## src/rtl/alu_mdu_controller_pkg.sv

```systemverilog
// rtl/alu_mdu_controller_pkg.sv - shared constants and types for the EX-stage ALU/MDU controller
//
// Purpose: ALUOp encodings, ALU Operation codes, Funct7 markers, RV32M funct3
//          codes and the M-op sequencer state enum.
// Ports:   none (package).
package alu_pkg;

  // ALUOp from the main controller
  localparam logic [1:0] ALUOP_MEM    = 2'b00;  // LW/SW/AUIPC
  localparam logic [1:0] ALUOP_BRANCH = 2'b01;
  localparam logic [1:0] ALUOP_RTYPE  = 2'b10;  // R/I-type
  localparam logic [1:0] ALUOP_JUMP   = 2'b11;  // JAL/LUI

  // ALU Operation codes
  localparam logic [3:0] OP_AND    = 4'b0000;
  localparam logic [3:0] OP_XOR    = 4'b0001;
  localparam logic [3:0] OP_ADD    = 4'b0010;
  localparam logic [3:0] OP_OR     = 4'b0011;
  localparam logic [3:0] OP_SUB    = 4'b0100;
  localparam logic [3:0] OP_SRL    = 4'b0101;
  localparam logic [3:0] OP_SLL    = 4'b0110;
  localparam logic [3:0] OP_SRA    = 4'b0111;
  localparam logic [3:0] OP_BRANCH = 4'b1000;
  localparam logic [3:0] OP_PASSB  = 4'b1001;
  localparam logic [3:0] OP_SLTU   = 4'b1100;
  localparam logic [3:0] OP_SLT    = 4'b1101;

  // Funct7 markers
  localparam logic [6:0] F7_ALT  = 7'b0100000;  // SUB / SRA(I)
  localparam logic [6:0] F7_MEXT = 7'b0000001;  // RV32M

  // RV32M funct3
  localparam logic [2:0] F3_MUL    = 3'b000;
  localparam logic [2:0] F3_MULH   = 3'b001;
  localparam logic [2:0] F3_MULHSU = 3'b010;
  localparam logic [2:0] F3_MULHU  = 3'b011;
  localparam logic [2:0] F3_DIV    = 3'b100;
  localparam logic [2:0] F3_DIVU   = 3'b101;
  localparam logic [2:0] F3_REM    = 3'b110;
  localparam logic [2:0] F3_REMU   = 3'b111;

  typedef enum logic [1:0] {
    ST_IDLE = 2'b00,
    ST_BUSY = 2'b01,
    ST_DONE = 2'b10
  } mdu_state_e;

  // Operand signedness per M funct3 (MUL low half is sign-agnostic)
  function automatic logic m_a_signed(input logic [2:0] f3);
    return (f3 == F3_MULH) || (f3 == F3_MULHSU) || (f3 == F3_DIV) || (f3 == F3_REM);
  endfunction

  function automatic logic m_b_signed(input logic [2:0] f3);
    return (f3 == F3_MULH) || (f3 == F3_DIV) || (f3 == F3_REM);
  endfunction

endpackage

```

## src/rtl/alu_mdu_controller_mdu_iter.sv

```systemverilog
// rtl/alu_mdu_controller_mdu_iter.sv - iterative radix-2 multiply/divide datapath
//
// Purpose: captures operand magnitudes and signs on start, runs WIDTH
//          shift-add (multiply) or restoring (divide) steps, applies the
//          sign fix-up on the last step and presents the result with done.
// Ports:   clk, reset (async active-low), start (latch operands), abort
//          (drop the in-flight op), funct3, op_a, op_b (WIDTH);
//          done (high during the final step), result (WIDTH, valid with done).
module mdu_iter
  import alu_pkg::*;
#(
  parameter int WIDTH = 32
) (
  input  logic             clk,
  input  logic             reset,
  input  logic             start,
  input  logic             abort,
  input  logic [2:0]       funct3,
  input  logic [WIDTH-1:0] op_a,
  input  logic [WIDTH-1:0] op_b,
  output logic             done,
  output logic [WIDTH-1:0] result
);

  localparam int CW = $clog2(WIDTH + 1);
  localparam logic [CW-1:0] LAST = CW'(WIDTH - 1);

  logic             run;
  logic [CW-1:0]    cnt;
  // Upper half: product accumulator / partial remainder.
  // Lower half: multiplier bits still to consume / dividend shifting into quotient.
  logic [2*WIDTH-1:0] acc;
  logic [WIDTH-1:0] mcand;     // |SrcB|: multiplicand or divisor
  logic [2:0]       f3_q;
  logic             neg_res;   // negate product / quotient
  logic             neg_rem;   // remainder follows dividend sign

  logic             a_neg, b_neg;
  logic [WIDTH-1:0] mag_a, mag_b;

  always_comb begin
    a_neg = m_a_signed(funct3) & op_a[WIDTH-1];
    b_neg = m_b_signed(funct3) & op_b[WIDTH-1];
    mag_a = a_neg ? (WIDTH'(0) - op_a) : op_a;
    mag_b = b_neg ? (WIDTH'(0) - op_b) : op_b;
  end

  logic [WIDTH:0]     mul_sum;
  logic [WIDTH:0]     div_shifted;
  logic [WIDTH:0]     div_diff;
  logic [2*WIDTH-1:0] acc_next;
  logic [2*WIDTH-1:0] prod;
  logic [WIDTH-1:0]   quot, rem;

  always_comb begin
    // Shift-add: add multiplicand to the high half when the current LSB is set, then shift right.
    mul_sum     = {1'b0, acc[2*WIDTH-1:WIDTH]} + (acc[0] ? {1'b0, mcand} : '0);
    // Restoring divide: shift in the next dividend bit, keep the difference if non-negative.
    div_shifted = acc[2*WIDTH-1:WIDTH-1];
    div_diff    = div_shifted - {1'b0, mcand};
    if (f3_q[2]) begin
      if (div_diff[WIDTH]) acc_next = {div_shifted[WIDTH-1:0], acc[WIDTH-2:0], 1'b0};
      else                 acc_next = {div_diff[WIDTH-1:0],    acc[WIDTH-2:0], 1'b1};
    end else begin
      acc_next = {mul_sum, acc[WIDTH-1:1]};
    end

    prod = neg_res ? ((2*WIDTH)'(0) - acc_next) : acc_next;
    quot = neg_res ? (WIDTH'(0) - acc_next[WIDTH-1:0]) : acc_next[WIDTH-1:0];
    rem  = neg_rem ? (WIDTH'(0) - acc_next[2*WIDTH-1:WIDTH]) : acc_next[2*WIDTH-1:WIDTH];

    case (f3_q)
      F3_MUL:                       result = prod[WIDTH-1:0];
      F3_MULH, F3_MULHSU, F3_MULHU: result = prod[2*WIDTH-1:WIDTH];
      F3_DIV, F3_DIVU:              result = quot;
      default:                      result = rem;
    endcase
  end

  assign done = run && (cnt == LAST);

  always_ff @(posedge clk or negedge reset) begin
    if (!reset) begin
      run     <= 1'b0;
      cnt     <= '0;
      acc     <= '0;
      mcand   <= '0;
      f3_q    <= '0;
      neg_res <= 1'b0;
      neg_rem <= 1'b0;
    end else if (abort) begin
      run <= 1'b0;
    end else if (start) begin
      run     <= 1'b1;
      cnt     <= '0;
      acc     <= {{WIDTH{1'b0}}, mag_a};
      mcand   <= mag_b;
      f3_q    <= funct3;
      neg_res <= a_neg ^ b_neg;
      neg_rem <= a_neg;
    end else if (run) begin
      acc <= acc_next;
      cnt <= cnt + 1'b1;
      if (done) run <= 1'b0;
    end
  end

endmodule

```

## src/rtl/alu_mdu_controller.sv

```systemverilog
// rtl/alu_mdu_controller.sv - EX-stage ALU decoder with RV32M multiply/divide sequencer
//
// Purpose: decodes ALUOp/Funct3/Funct7 into the ALU Operation code, detects
//          M-extension ops and runs them iteratively, stalling the pipeline.
// Ports:   clk, reset (async active-low), ALUOp[2], Funct7[7], Funct3[3],
//          InValid, SrcA/SrcB[WIDTH], Flush;
//          Operation[4] (comb), IsMOp (comb), Stall (comb),
//          MResult[WIDTH] (reg), MValid (reg, one-cycle pulse).
module alu_mdu_controller
  import alu_pkg::*;
#(
  parameter int WIDTH    = 32,
  parameter bit FAST_MUL = 1'b0
) (
  input  logic             clk,
  input  logic             reset,
  input  logic [1:0]       ALUOp,
  input  logic [6:0]       Funct7,
  input  logic [2:0]       Funct3,
  input  logic             InValid,
  input  logic [WIDTH-1:0] SrcA,
  input  logic [WIDTH-1:0] SrcB,
  input  logic             Flush,
  output logic [3:0]       Operation,
  output logic             IsMOp,
  output logic             Stall,
  output logic [WIDTH-1:0] MResult,
  output logic             MValid
);

  mdu_state_e state;

  assign IsMOp = (ALUOp == ALUOP_RTYPE) && (Funct7 == F7_MEXT);

  always_comb begin
    Operation = OP_ADD;
    case (ALUOp)
      ALUOP_MEM:    Operation = OP_ADD;
      ALUOP_BRANCH: Operation = OP_BRANCH;
      ALUOP_JUMP:   Operation = OP_PASSB;
      default: begin
        if (!IsMOp) begin
          case (Funct3)
            3'b000:  Operation = (Funct7 == F7_ALT) ? OP_SUB : OP_ADD;
            3'b001:  Operation = OP_SLL;
            3'b010:  Operation = OP_SLT;
            3'b011:  Operation = OP_SLTU;
            3'b100:  Operation = OP_XOR;
            3'b101:  Operation = (Funct7 == F7_ALT) ? OP_SRA : OP_SRL;
            3'b110:  Operation = OP_OR;
            default: Operation = OP_AND;
          endcase
        end
      end
    endcase
  end

  logic accept;
  assign accept = (state == ST_IDLE) && InValid && IsMOp && !Flush;

  // Cases resolved without iterating: divide by zero and signed overflow
  logic             div_zero, div_ovf, special;
  logic [WIDTH-1:0] special_res;

  always_comb begin
    div_zero    = Funct3[2] && (SrcB == '0);
    div_ovf     = ((Funct3 == F3_DIV) || (Funct3 == F3_REM)) &&
                  (SrcA == {1'b1, {(WIDTH-1){1'b0}}}) && (SrcB == '1);
    special     = div_zero || div_ovf;
    special_res = '0;
    if (div_zero)     special_res = Funct3[1] ? SrcA : '1;
    else if (div_ovf) special_res = Funct3[1] ? '0 : SrcA;
  end

  logic             fast_hit;
  logic [WIDTH-1:0] fast_res;

  generate
    if (FAST_MUL) begin : g_fast
      logic [2*WIDTH-1:0] a_ext, b_ext, prod;
      // Sign-extending to 2*WIDTH makes the truncated product exact for every mix of signedness.
      assign a_ext    = {{WIDTH{m_a_signed(Funct3) & SrcA[WIDTH-1]}}, SrcA};
      assign b_ext    = {{WIDTH{m_b_signed(Funct3) & SrcB[WIDTH-1]}}, SrcB};
      assign prod     = a_ext * b_ext;
      assign fast_hit = !Funct3[2];
      assign fast_res = (Funct3 == F3_MUL) ? prod[WIDTH-1:0] : prod[2*WIDTH-1:WIDTH];
    end else begin : g_iter
      assign fast_hit = 1'b0;
      assign fast_res = '0;
    end
  endgenerate

  logic             mdu_start, mdu_done;
  logic [WIDTH-1:0] mdu_result;

  assign mdu_start = accept && !special && !fast_hit;

  mdu_iter #(.WIDTH(WIDTH)) u_mdu_iter (
    .clk    (clk),
    .reset  (reset),
    .start  (mdu_start),
    .abort  (Flush),
    .funct3 (Funct3),
    .op_a   (SrcA),
    .op_b   (SrcB),
    .done   (mdu_done),
    .result (mdu_result)
  );

  // Held low through reset so an M-op sitting in EX cannot stall while reset is asserted
  assign Stall = reset && (accept || ((state == ST_BUSY) && !Flush));

  always_ff @(posedge clk or negedge reset) begin
    if (!reset) begin
      state   <= ST_IDLE;
      MValid  <= 1'b0;
      MResult <= '0;
    end else begin
      MValid <= 1'b0;
      case (state)
        ST_IDLE: begin
          if (accept) begin
            if (special) begin
              MResult <= special_res;
              MValid  <= 1'b1;
              state   <= ST_DONE;
            end else if (fast_hit) begin
              MResult <= fast_res;
              MValid  <= 1'b1;
              state   <= ST_DONE;
            end else begin
              state <= ST_BUSY;
            end
          end
        end
        ST_BUSY: begin
          if (Flush) begin
            state <= ST_IDLE;
          end else if (mdu_done) begin
            MResult <= mdu_result;
            MValid  <= 1'b1;
            state   <= ST_DONE;
          end
        end
        // The instruction is still in EX this cycle; returning to IDLE only after it moves on avoids a retrigger.
        ST_DONE: state <= ST_IDLE;
        default: state <= ST_IDLE;
      endcase
    end
  end

endmodule

```

## config.mk

```make
export PLATFORM = sky130hd
export DESIGN_NAME = alu_mdu_controller
export DESIGN_NICKNAME = d
export VERILOG_FILES = /design/src/rtl/alu_mdu_controller_pkg.sv /design/src/rtl/alu_mdu_controller_mdu_iter.sv /design/src/rtl/alu_mdu_controller.sv
export SDC_FILE = /design/constraint.sdc
export NUM_CORES = 1
export LEC_CHECK = 0
export BUFFER_PORTS_ARGS = -buffer_cell sky130_fd_sc_hd__buf_4
export CORE_MARGIN = 5
export CORE_UTILIZATION = 40
export DETAILED_ROUTE_END_ITERATION = 12
export GPL_TIMING_DRIVEN = 0
export PLACE_DENSITY_LB_ADDON = 0.2
export SYNTH_ARGS = -nofsm -noshare
export SYNTH_HDL_FRONTEND = slang
export SYNTH_SLANG_ARGS = --single-unit
```

## constraint.sdc

```tcl
create_clock -name clk -period 6.28 [get_ports clk]
set_clock_uncertainty 0.05 [all_clocks]
set_input_delay 0.628 -clock clk [delete_from_list [all_inputs] [get_ports clk]]
set_output_delay 0.628 -clock clk [all_outputs]
set_load 0.005 [all_outputs]
```

# After elaboration in Yosys (flattened, before gate mapping)
# Cells that the tools add are included.
[totals]
regBits = 143
input_bits = 80
word_cells = 122
[op_classes]
addsub = 8
eq_ne = 25
mux = 41
n_bitwise = 4
n_reduce_logical = 34
[op_table]
columns = ["operator", "count"]
rows = [
  ["32-bit two-way mux", 13],
  ["64-bit two-way mux", 5],
  ["1-bit by 32-bit subtractor with 32-bit output, first input constant", 4],
  ["32-bit case mux with 3 select lines", 1],
  ["32-bit == test, second input constant", 2],
  ["32-bit case mux with 2 select lines", 1],
  ["1-bit by 64-bit subtractor with 64-bit output, first input constant", 1],
  ["32-bit by 33-bit adder with 33-bit output", 1],
  ["33-bit by 32-bit subtractor with 33-bit output", 1],
  ["32-bit logical NOT", 1],
  ["4-bit case mux with 7 select lines", 1],
  ["3-bit == test, second input constant", 5],
  ["3-bit by 2-bit == test with 1-bit output, second input constant", 4],
  ["6-bit two-way mux", 2],
  ["4-bit case mux with 3 select lines", 1],
  ["1-bit logical AND", 11],
  ["2-bit two-way mux", 5],
  ["1-bit logical OR", 8],
  ["1-bit two-way mux", 8],
  ["2-bit != test, second input constant", 4],
  ["7-bit by 1-bit == test with 1-bit output, second input constant", 1],
  ["7-bit by 6-bit == test with 1-bit output, second input constant", 1],
  ["6-bit by 1-bit adder with 6-bit output, second input constant", 1],
  ["3-bit by 1-bit == test with 1-bit output, second input constant", 2],
  ["other kinds (19)", 28],
]

# Longest topological paths before layout
# Gate-level depths: netlist of the first run.
[depth]
word_depth = 9
ltp_mapped = 24
depth_no_buf = 22

# Hierarchy
# From an unflattened synthesis of the first run, not the netlist that was laid out.
[unflattened]
cells_unflattened = 2215
area_unflattened_um2 = 16624.7
[by_module_without_submodules]
columns = ["module", "instances", "cells_each", "area_each_um2", "seq_area_each_um2"]
rows = [
  ["mdu_iter", 1, 1958, 14295.0, 2702.6],
  ["alu_mdu_controller", 1, 257, 2329.7, 875.8],
]

# Worst setup path before layout of the first run
# No wires, ideal clock.
[synth_path]
path_kind = "reg-to-reg"
from = "reg u_mdu_iter.acc[31]"
to = "reg MResult[6]"
setup_ns = 0.119
arrival_ns = 4.807
setup_slack_ns = 1.304
stages_incl_launch_ff = 22
n_path_buf = 0
synth_period_minus_slack_ns = 4.976
path_cell_list = "dfrtp_1 > inv_1 > ha_1 > inv_1 > fa_1 > a211oi_1 > nor3_1 > o21ai_0 > a21oi_1 > o2111ai_1 > a21boi_0 > ha_1 > and2_1 > nand3_1 > or2_2 > nor3_1 > nand3_1 > o21ai_0 > o21ai_0 > a221oi_1 > o211ai_1 > o21a_1"
[synth_via]
elab_chain_cells = 9
word_cells_on_any_way = 13
classes_between = "add/sub: 4; mux: 9"
[synth_lines]
columns = ["item", "line", "rtl"]
rows = [
  ["start, declared", "alu_mdu_controller_mdu_iter.sv:32", "logic [2*WIDTH-1:0] acc;"],
  ["start signal, assigned", "alu_mdu_controller_mdu_iter.sv:96", "acc <= {{WIDTH{1'b0}}, mag_a};"],
  ["start signal, assigned", "alu_mdu_controller_mdu_iter.sv:102", "acc <= acc_next;"],
  ["33-bit by 32-bit subtractor with 33-bit output", "alu_mdu_controller_mdu_iter.sv:60", "div_diff = div_shifted - {1'b0, mcand};"],
  ["64-bit two-way mux", "alu_mdu_controller_mdu_iter.sv:62", "if (div_diff[WIDTH]) acc_next = {div_shifted[WIDTH-1:0], acc[WIDTH-2:0], 1'b0};"],
  ["64-bit two-way mux (*)", "alu_mdu_controller_mdu_iter.sv:61", "if (f3_q[2]) begin"],
  ["1-bit by 64-bit subtractor with 64-bit output (tied with other cells)", "alu_mdu_controller_mdu_iter.sv:68", "prod = neg_res ? ((2*WIDTH)'(0) - acc_next) : acc_next;"],
  ["64-bit two-way mux (tied with other cells)", "alu_mdu_controller_mdu_iter.sv:68", ""],
  ["32-bit case mux with 3 select lines (*)", "alu_mdu_controller_mdu_iter.sv:72", "case (f3_q)"],
  ["32-bit two-way mux (*)", "alu_mdu_controller.sv:139", "end else if (mdu_done) begin"],
  ["32-bit two-way mux (*)", "alu_mdu_controller.sv:137", "if (Flush) begin"],
  ["32-bit case mux with 2 select lines (*)", "alu_mdu_controller.sv:120", "case (state)"],
  ["end signal, assigned", "alu_mdu_controller.sv:124", "MResult <= special_res;"],
  ["end signal, assigned", "alu_mdu_controller.sv:128", "MResult <= fast_res;"],
  ["end signal, assigned", "alu_mdu_controller.sv:140", "MResult <= mdu_result;"],
  ["end, declared", "alu_mdu_controller.sv:27", "output logic [WIDTH-1:0] MResult,"],
]
# Every way passes the cells marked *; elsewhere a longest branch is shown, timed or not. The select of a mux whose other input is x is not followed.
# A chain may end at the register's enable or synchronous reset.

# Worst setup path after layout of the first run
[layout_path]
from = "reg u_mdu_iter.acc[48]"
to = "reg MResult[8]"
[layout_via]
elab_chain_cells = 9
word_cells_on_any_way = 13
classes_between = "add/sub: 4; mux: 9"
[layout_lines]
columns = ["item", "line"]
rows = [
  ["33-bit by 32-bit subtractor with 33-bit output (*)", "alu_mdu_controller_mdu_iter.sv:60"],
  ["64-bit two-way mux (*)", "alu_mdu_controller_mdu_iter.sv:62"],
  ["64-bit two-way mux (*)", "alu_mdu_controller_mdu_iter.sv:61"],
  ["1-bit by 64-bit subtractor with 64-bit output (tied with other cells)", "alu_mdu_controller_mdu_iter.sv:68"],
  ["64-bit two-way mux (tied with other cells)", "alu_mdu_controller_mdu_iter.sv:68"],
  ["32-bit case mux with 3 select lines (*)", "alu_mdu_controller_mdu_iter.sv:72"],
  ["32-bit two-way mux (*)", "alu_mdu_controller.sv:139"],
  ["32-bit two-way mux (*)", "alu_mdu_controller.sv:137"],
  ["32-bit case mux with 2 select lines (*)", "alu_mdu_controller.sv:120"],
]
# Marked as above.

==> results.yml, run 1 <==
floorplanning:
  io_pins: 119
  die_x_um: 209
  die_h_um: 209
  start_util_pct: 40.7
  core-area_mm2: 0.0389
  rows: 72
  die_area_mm2: 0.0437
critical_path:
  reg2reg_depth: 22
  slowest_stage: "dfrtp_1"
  required_ns: 6.55
  worstPathArrival_ns: 6.37
  crit_type: "reg2reg"
  critPathMaxFanout: 10
  path_cells: "ha_1, buf_2, a21oi_1, o21ai_1, a221o_1, or3_1, buf_2, o211ai_4, buf_4, buf_6, buf_2, nand2_1, nand3_1, o21ai_0, ha_1, nand4_1, clkbuf_2, o311ai_1, a221oi_1, o21ai_2, o21ai_0, o21ai_0"
  crit_path_end_kind: "register"
  cpPeakStageDelay_ns: 0.48
  start_kind: "register"
global_routing:
  grt_pass1_wl_um: 105000
  grtUsageMet2_pct: 47.8
  grt_pass1_vias: 16551
  antenna_found_initial: 3
  grt_max_degree: 87
  met1_usage_pct: 44.3
  grt.overflow.total: 0
  grt_util_all_layers_pct: 31.3
  top_usage_layer: "met2"
  met3_usage_pct: 7.63
power:
  seq_power_share_pct: 31.2
  irDropWorstVdd_mv: 0.182
  clkPwrFrac_pct: 36.3
  switching_share_pct: 36.2
  p_leak_nw: 7.96
  power_density_mw_per_mm2: 169
  internal_power_mw: 1.95
  p_sw_mw: 1.11
  p_comb_share_pct: 32.5
timing:
  drv_slew: 0
  hold_violations: 0
  fin_worst_hold_slack_ns: 0.0792
  finalSetupViolations: 0
  post-route-period-util_pct: 97.2
  period_minus_slack_ns: 6.11
  rsz0062_at_grt: "false"
  fmax_mhz: 164
  worst_pin_slew_ns: 1.31
  max_slew_margin_pct: 11.7
synth:
  ys_async_sr_fraction_pct: 100
  postSynthCellCount: 2184
  ys_ff_latch: 143
  synthMuxAreaShare_pct: 4.08
  yosysWarnings: 0
  synth-xor-area-share_pct: 9.24
  synth_cell_types: 86
  ys_seq_area_share_pct: 22.6
  syn_nets: 2336
  synth_compound_area_share_pct: 27.5
  synth_top_cell_by_area: "dfrtp_1"
  synth_edf_count: 0
  synth.area.top_cells: "dfrtp_1 23%, o21ai_0 6.9%, xnor2_1 6.0%"
  synthFlopType: "dfrtp_1"
  synthAdderAreaFrac_pct: 5.79
  synth-simple-area-share_pct: 25.6
  synth_top_family_by_area: "compound AO/OA/AOI/OAI gates"
  synth.avg_cell_area_um2: 7.25
  syn-cell-area_mm2: 0.0158
  synth_top_area_share_pct: 22.6
placed_design:
  hpwlAfterDp_um: 58200
  place_area_mm2: 0.0174
  gp_congestion: 1.02
  port-buffer-count: 117
  place_inst: 2820
clocking:
  cts_tree: "built"
  clk_pin_slew_ns: 0.07
  numCtsBuffers: 17
  clock-sinks: 143
  htreeDepth: 4
  root_buffer: "clkbuf_16"
  clk_latency_ns: 0.46
  clockBufferDepth: 2
layout:
  seqCellArea_mm2: 0.00358
  area_growth_pct: 14.4
  drive_gt1_share_pct: 10.4
  final_common_cell: "nand2_1"
  fin_nets: 2474
  final_area_mm2: 0.0181
  multi_input_comb_area_mm2: 0.0115
  final_cell_mix: "250 x nand2_1, 230 x nor2_1, 213 x o21ai_0, 185 x a21oi_1, 143 x dfrtp_1"
  fin_cells: 2854
  nFillCells: 4071
routing:
  drcViolationCount: 0
  wirelength_um: 71400
  vias: 17828
  drtAntennaViolNets: 0
  wire_per_inst_um: 25.0
  drtPass1Iterations: 8
  drtIter0Drc: 2098
  via_per_inst: 6.25
job:
  maxCapViolCount: 0
min_path:
  min_path_type: "in2async"
status:
  status: "completed"
==> registers in the layout (all words and copies together) (netlist names) <==
register            flops
u_mdu_iter.cnt          6
u_mdu_iter.f3_q         3
u_mdu_iter.run          1
state                   2
u_mdu_iter.acc         64
MValid                  1
u_mdu_iter.neg_rem      1
MResult                32
u_mdu_iter.mcand       32
u_mdu_iter.neg_res      1
==> final timing paths <==
kind	from	slack [ns]	to
min in group clk	Funct3[0]	0.37	u_mdu_iter.f3_q[0]
min reg2reg	state[1]	0.42	state[0]
max	u_mdu_iter.acc[48]	0.17	MResult[8]
max reg2reg	u_mdu_iter.acc[48]	0.17	MResult[8]
max in group asynchronous	reset	5.22	u_mdu_iter.acc[10]
min	reset	0.08	u_mdu_iter.mcand[17]
==> synth_stat cells, types with 18 or more instances <==
master / instances
a21o_1: 23
a21oi_1: 186
a31oi_1: 25
and2_1: 47
buf_2: 18
clkbuf_1: 90
dfrtp_1: 143
ha_1: 70
inv_1: 70
mux2i_1: 51
nand2_1: 250
nand2b_1: 25
nand3_1: 47
nand4_1: 42
nor2_1: 230
nor3_1: 66
nor4_1: 18
o211ai_1: 57
o21ai_0: 217
o31ai_1: 25
or3_1: 32
xnor2_1: 108
xor2_1: 59
==> power groups by stage <==
| stage | combinational (mW) | sequential [mW] | clock [mW] |
|---|---|---|---|
| after global routing | 1.06 | 0.958 | 1.15 |
| final | 0.996 | 0.957 | 1.11 |
| after floorplan | 0.630 | 0.965 | 0 |
| after CTS | 0.954 | 0.956 | 1.12 |
| after global placement | 0.944 | 0.973 | 0 |
| after detailed placement | 0.947 | 0.973 | 0 |
==> through the flow <==
step                      util [%]  total power [mW]  setup slack (ns)  setup TNS (ns)
final                         46.5              3.06             0.175               0
after global routing          46.5              3.17            0.0120               0
after CTS                     46.4              3.03           -0.0107         -0.0107
after detailed placement      44.7              1.92             -1.08           -8.34
after global placement        44.6              1.92             -1.10           -8.46
after floorplan                  -              1.60              1.30               0
==> routing by layer <==
metal  vias to the layer above  part of all wire, %
met1                      8576                   44
met2                       901                   43
met3                       120                   10
li1                       8229                    -
met5                         -                0.017
met4                         2                  2.7
==> layout make-up <==
class	count	area share, %
clock buffer	18	2.43
multi-input combinational	1841	63.6
clock inverter	14	1.00
antenna	1	0.0138
tap	518	3.58
buffer	129	3.08
sequential	143	19.8
inverter	71	1.47
timing repair buffer	119	5.07
==> worst max-delay path: cells and delay by family (launching register included) <==
kind | cells | cell delay [ns]
fa+ha+maj | 2 | 0.69
compound gates | 10 | 2.62
buf+inv | 6 | 1.42
simple gates | 4 | 0.67
flops | 1 | 0.48
==> what timing repair did <==
item | in CTS | in global routing
pin swaps | 0 | 1
endpoints found under the setup margin | 20 | 13
setup buffers | 0 | 1
gates resized for setup | 12 | 14
hold buffers | 0 | 0
==> kinds of logic after synthesis <==
kind of cell / after synthesis
AND/OR/NAND/NOR: 842
AO/OA/AOI/OAI: 697
buffers and inverters: 200
XOR/XNOR: 167
flip-flops: 143
adder cells (fa/ha/maj): 72
multiplexers: 63
No activity file was read; power rests on OpenSTA's default activity.
==> run 2: changes to the inputs <==
--- a/config.mk
+++ b/config.mk
@@ -9,7 +9,6 @@
 export CORE_MARGIN = 5
 export CORE_UTILIZATION = 40
 export DETAILED_ROUTE_END_ITERATION = 12
-export GPL_TIMING_DRIVEN = 0
 export PLACE_DENSITY_LB_ADDON = 0.2
 export SYNTH_ARGS = -nofsm -noshare
 export SYNTH_HDL_FRONTEND = slang
==> run 2 against run 1 <==
Worst setup slack better by 0.51 ns. Core utilization down 0.65 points. Global-route usage down 1.4 points. Fmax rose by 9.1%. Largest power group unchanged.
==> results.yml, run 2 (synthesized netlist as in run 1, its figures left out) <==
critical_path:
  crit_path_end_kind: "register"
  start_kind: "register"
  crit_type: "reg2reg"
  worstPathArrival_ns: 5.93
  required_ns: 6.62
  critPathMaxFanout: 9
  reg2reg_setup_slack_ns: 0.69
floorplanning:
  die_area_mm2: 0.0437
  core-area_mm2: 0.0389
  io_pins: 119
  die_x_um: 209
  rows: 72
  die_h_um: 209
  start_util_pct: 40.7
routing:
  wl_met1_um: 30700
  route.met2.wl_um: 28800
  vias: 17272
  drtAntennaViolNets: 0
  drtIter0Drc: 1827
  drcViolationCount: 0
  via_per_inst: 6.23
  wirelength_um: 67300
  wl_met3_um: 5590
  highest_layer: "met5"
  drtPass1Iterations: 8
  wire_per_inst_um: 24.3
clocking:
  numCtsBuffers: 17
  clk_pin_slew_ns: 0.07
  post_cts_buffers: 0
  clk_latency_ns: 0.46
  htreeDepth: 4
  cts_tree: "built"
  clockBufferDepth: 2
  cts-resized-gates: 0
  root_buffer: "clkbuf_16"
  cts.hold.buffers_added: 0
  clock-sinks: 143
global_routing:
  grt_pass1_vias: 16347
  grt_pass1_wl_um: 102000
  grt_max_degree: 97
  grt_util_all_layers_pct: 29.9
  grt.overflow.total: 0
  antenna_found_initial: 6
layout:
  fin_nets: 2392
  final_cell_mix: "250 x nand2_1, 228 x nor2_1, 214 x o21ai_0, 185 x a21oi_1, 165 x buf_4"
  reg_top3: "u_mdu_iter.acc x64, MResult x32, u_mdu_iter.mcand x32"
  seqCellArea_mm2: 0.00358
  final_common_cell: "nand2_1"
  nFillCells: 4034
  largest_register_ffs: 64
  multi_input_comb_area_mm2: 0.0115
  drive_gt1_share_pct: 11.6
  final_util_pct: 45.9
  largest_register: "u_mdu_iter.acc"
  area_growth_pct: 12.8
status:
  status: "completed"
timing:
  worst_pin_slew_ns: 1.22
  post-route-period-util_pct: 89.1
  rsz0062_at_grt: "false"
  finalSetupViolations: 0
  fin_ws_ns: 0.686
  hold_violations: 0
  fmax_mhz: 179
  max_slew_margin_pct: 18.0
  fin_setup_tns_ns: 0
  drv_slew: 0
  period_minus_slack_ns: 5.59
power:
  irDropWorstVdd_mv: 0.204
  p_leak_nw: 7.90
  power_density_mw_per_mm2: 171
placed_design:
  port-buffer-count: 118
  gp_congestion: 0.972
  dp_slack_ns: 0.549
  hpwlAfterDp_um: 53100
job:
  maxCapViolCount: 0
min_path:
  min_path_type: "in2async"
[run 2: cell count changes in the layout (fill, tap and decap cells not counted), sizes merged]
cell           previous run  this run
clkbuf                  108        17
buf                     157       166
clkdlybuf4s15             1         0
bufinv                    3         2
clkinv                    5         2
inv                      73        78
[run 2: metrics by stage]
step	instance area [um2]	std cells	hold slack, ns	power [mW]
final	17900	2772	0.0511	3.05
after global routing	17800	2771	0.110	3.17
after CTS	17800	2771	0.0875	3.03
after detailed placement	17200	2739	0.421	1.94
after global placement	17200	2739	0.410	1.94
after floorplan	15800	2184	0.282	1.60
[run 2: final cells by class]
| cell class | count | share of cell area, % |
|---|---|---|
| Multi-Input combinational cell | 1841 | 64.4 |
| Inverter | 71 | 1.49 |
| Clock buffer | 17 | 2.38 |
| Clock inverter | 15 | 0.988 |
| Timing Repair Buffer | 166 | 7.00 |
| Tap cell | 518 | 3.63 |
| Sequential cell | 143 | 20.1 |
| Antenna cell | 1 | 0.0140 |
[run 2: final timing paths]
| check | startpoint | endpoint | cells after the start |
|---|---|---|---|
| worst max-delay path | u_mdu_iter.acc[48] | MResult[30] | 19 |
| worst min-delay path | reset | u_mdu_iter.mcand[26] | 1 |
| worst max register to register | u_mdu_iter.acc[48] | MResult[30] | 19 |
| worst min register to register | state[1] | state[0] | 1 |
| max in group asynchronous | reset | u_mdu_iter.acc[30] | 2 |
| min in group clk | SrcA[0] | u_mdu_iter.acc[0] | 3 |
[run 2: metal layers]
| metal | vias to the layer above | track usage (%) |
|---|---|---|
| li1 | 8069 | - |
| met1 | 8295 | 43.6 |
| met2 | 800 | 45.0 |
| met3 | 104 | 5.25 |
| met4 | 4 | 9.77 |
| met5 | - | 0 |
[run 2: report_power, final]
part / total, mW / switching, mW / internal, mW
Combinational: 0.996 / 0.615 / 0.381
Sequential: 0.960 / 0.0233 / 0.937
Clock: 1.10 / 0.498 / 0.599
[run 2: worst max-delay path: stages (launching register included)]
cell,delay [ns]
dfrtp_1,0.43
ha_1,0.42
a21oi_1,0.25
o21ai_1,0.21
a221o_1,0.36
or3_1,0.50
o2111ai_1,0.36
a21boi_0,0.23
buf_4,0.15
ha_1,0.19
and2_1,0.23
nand3_1,0.19
or2_2,0.37
nor3_1,0.30
nand3_1,0.18
o21ai_0,0.34
nand4_1,0.23
a211oi_1,0.29
nor4_1,0.08
a21oi_1,0.14
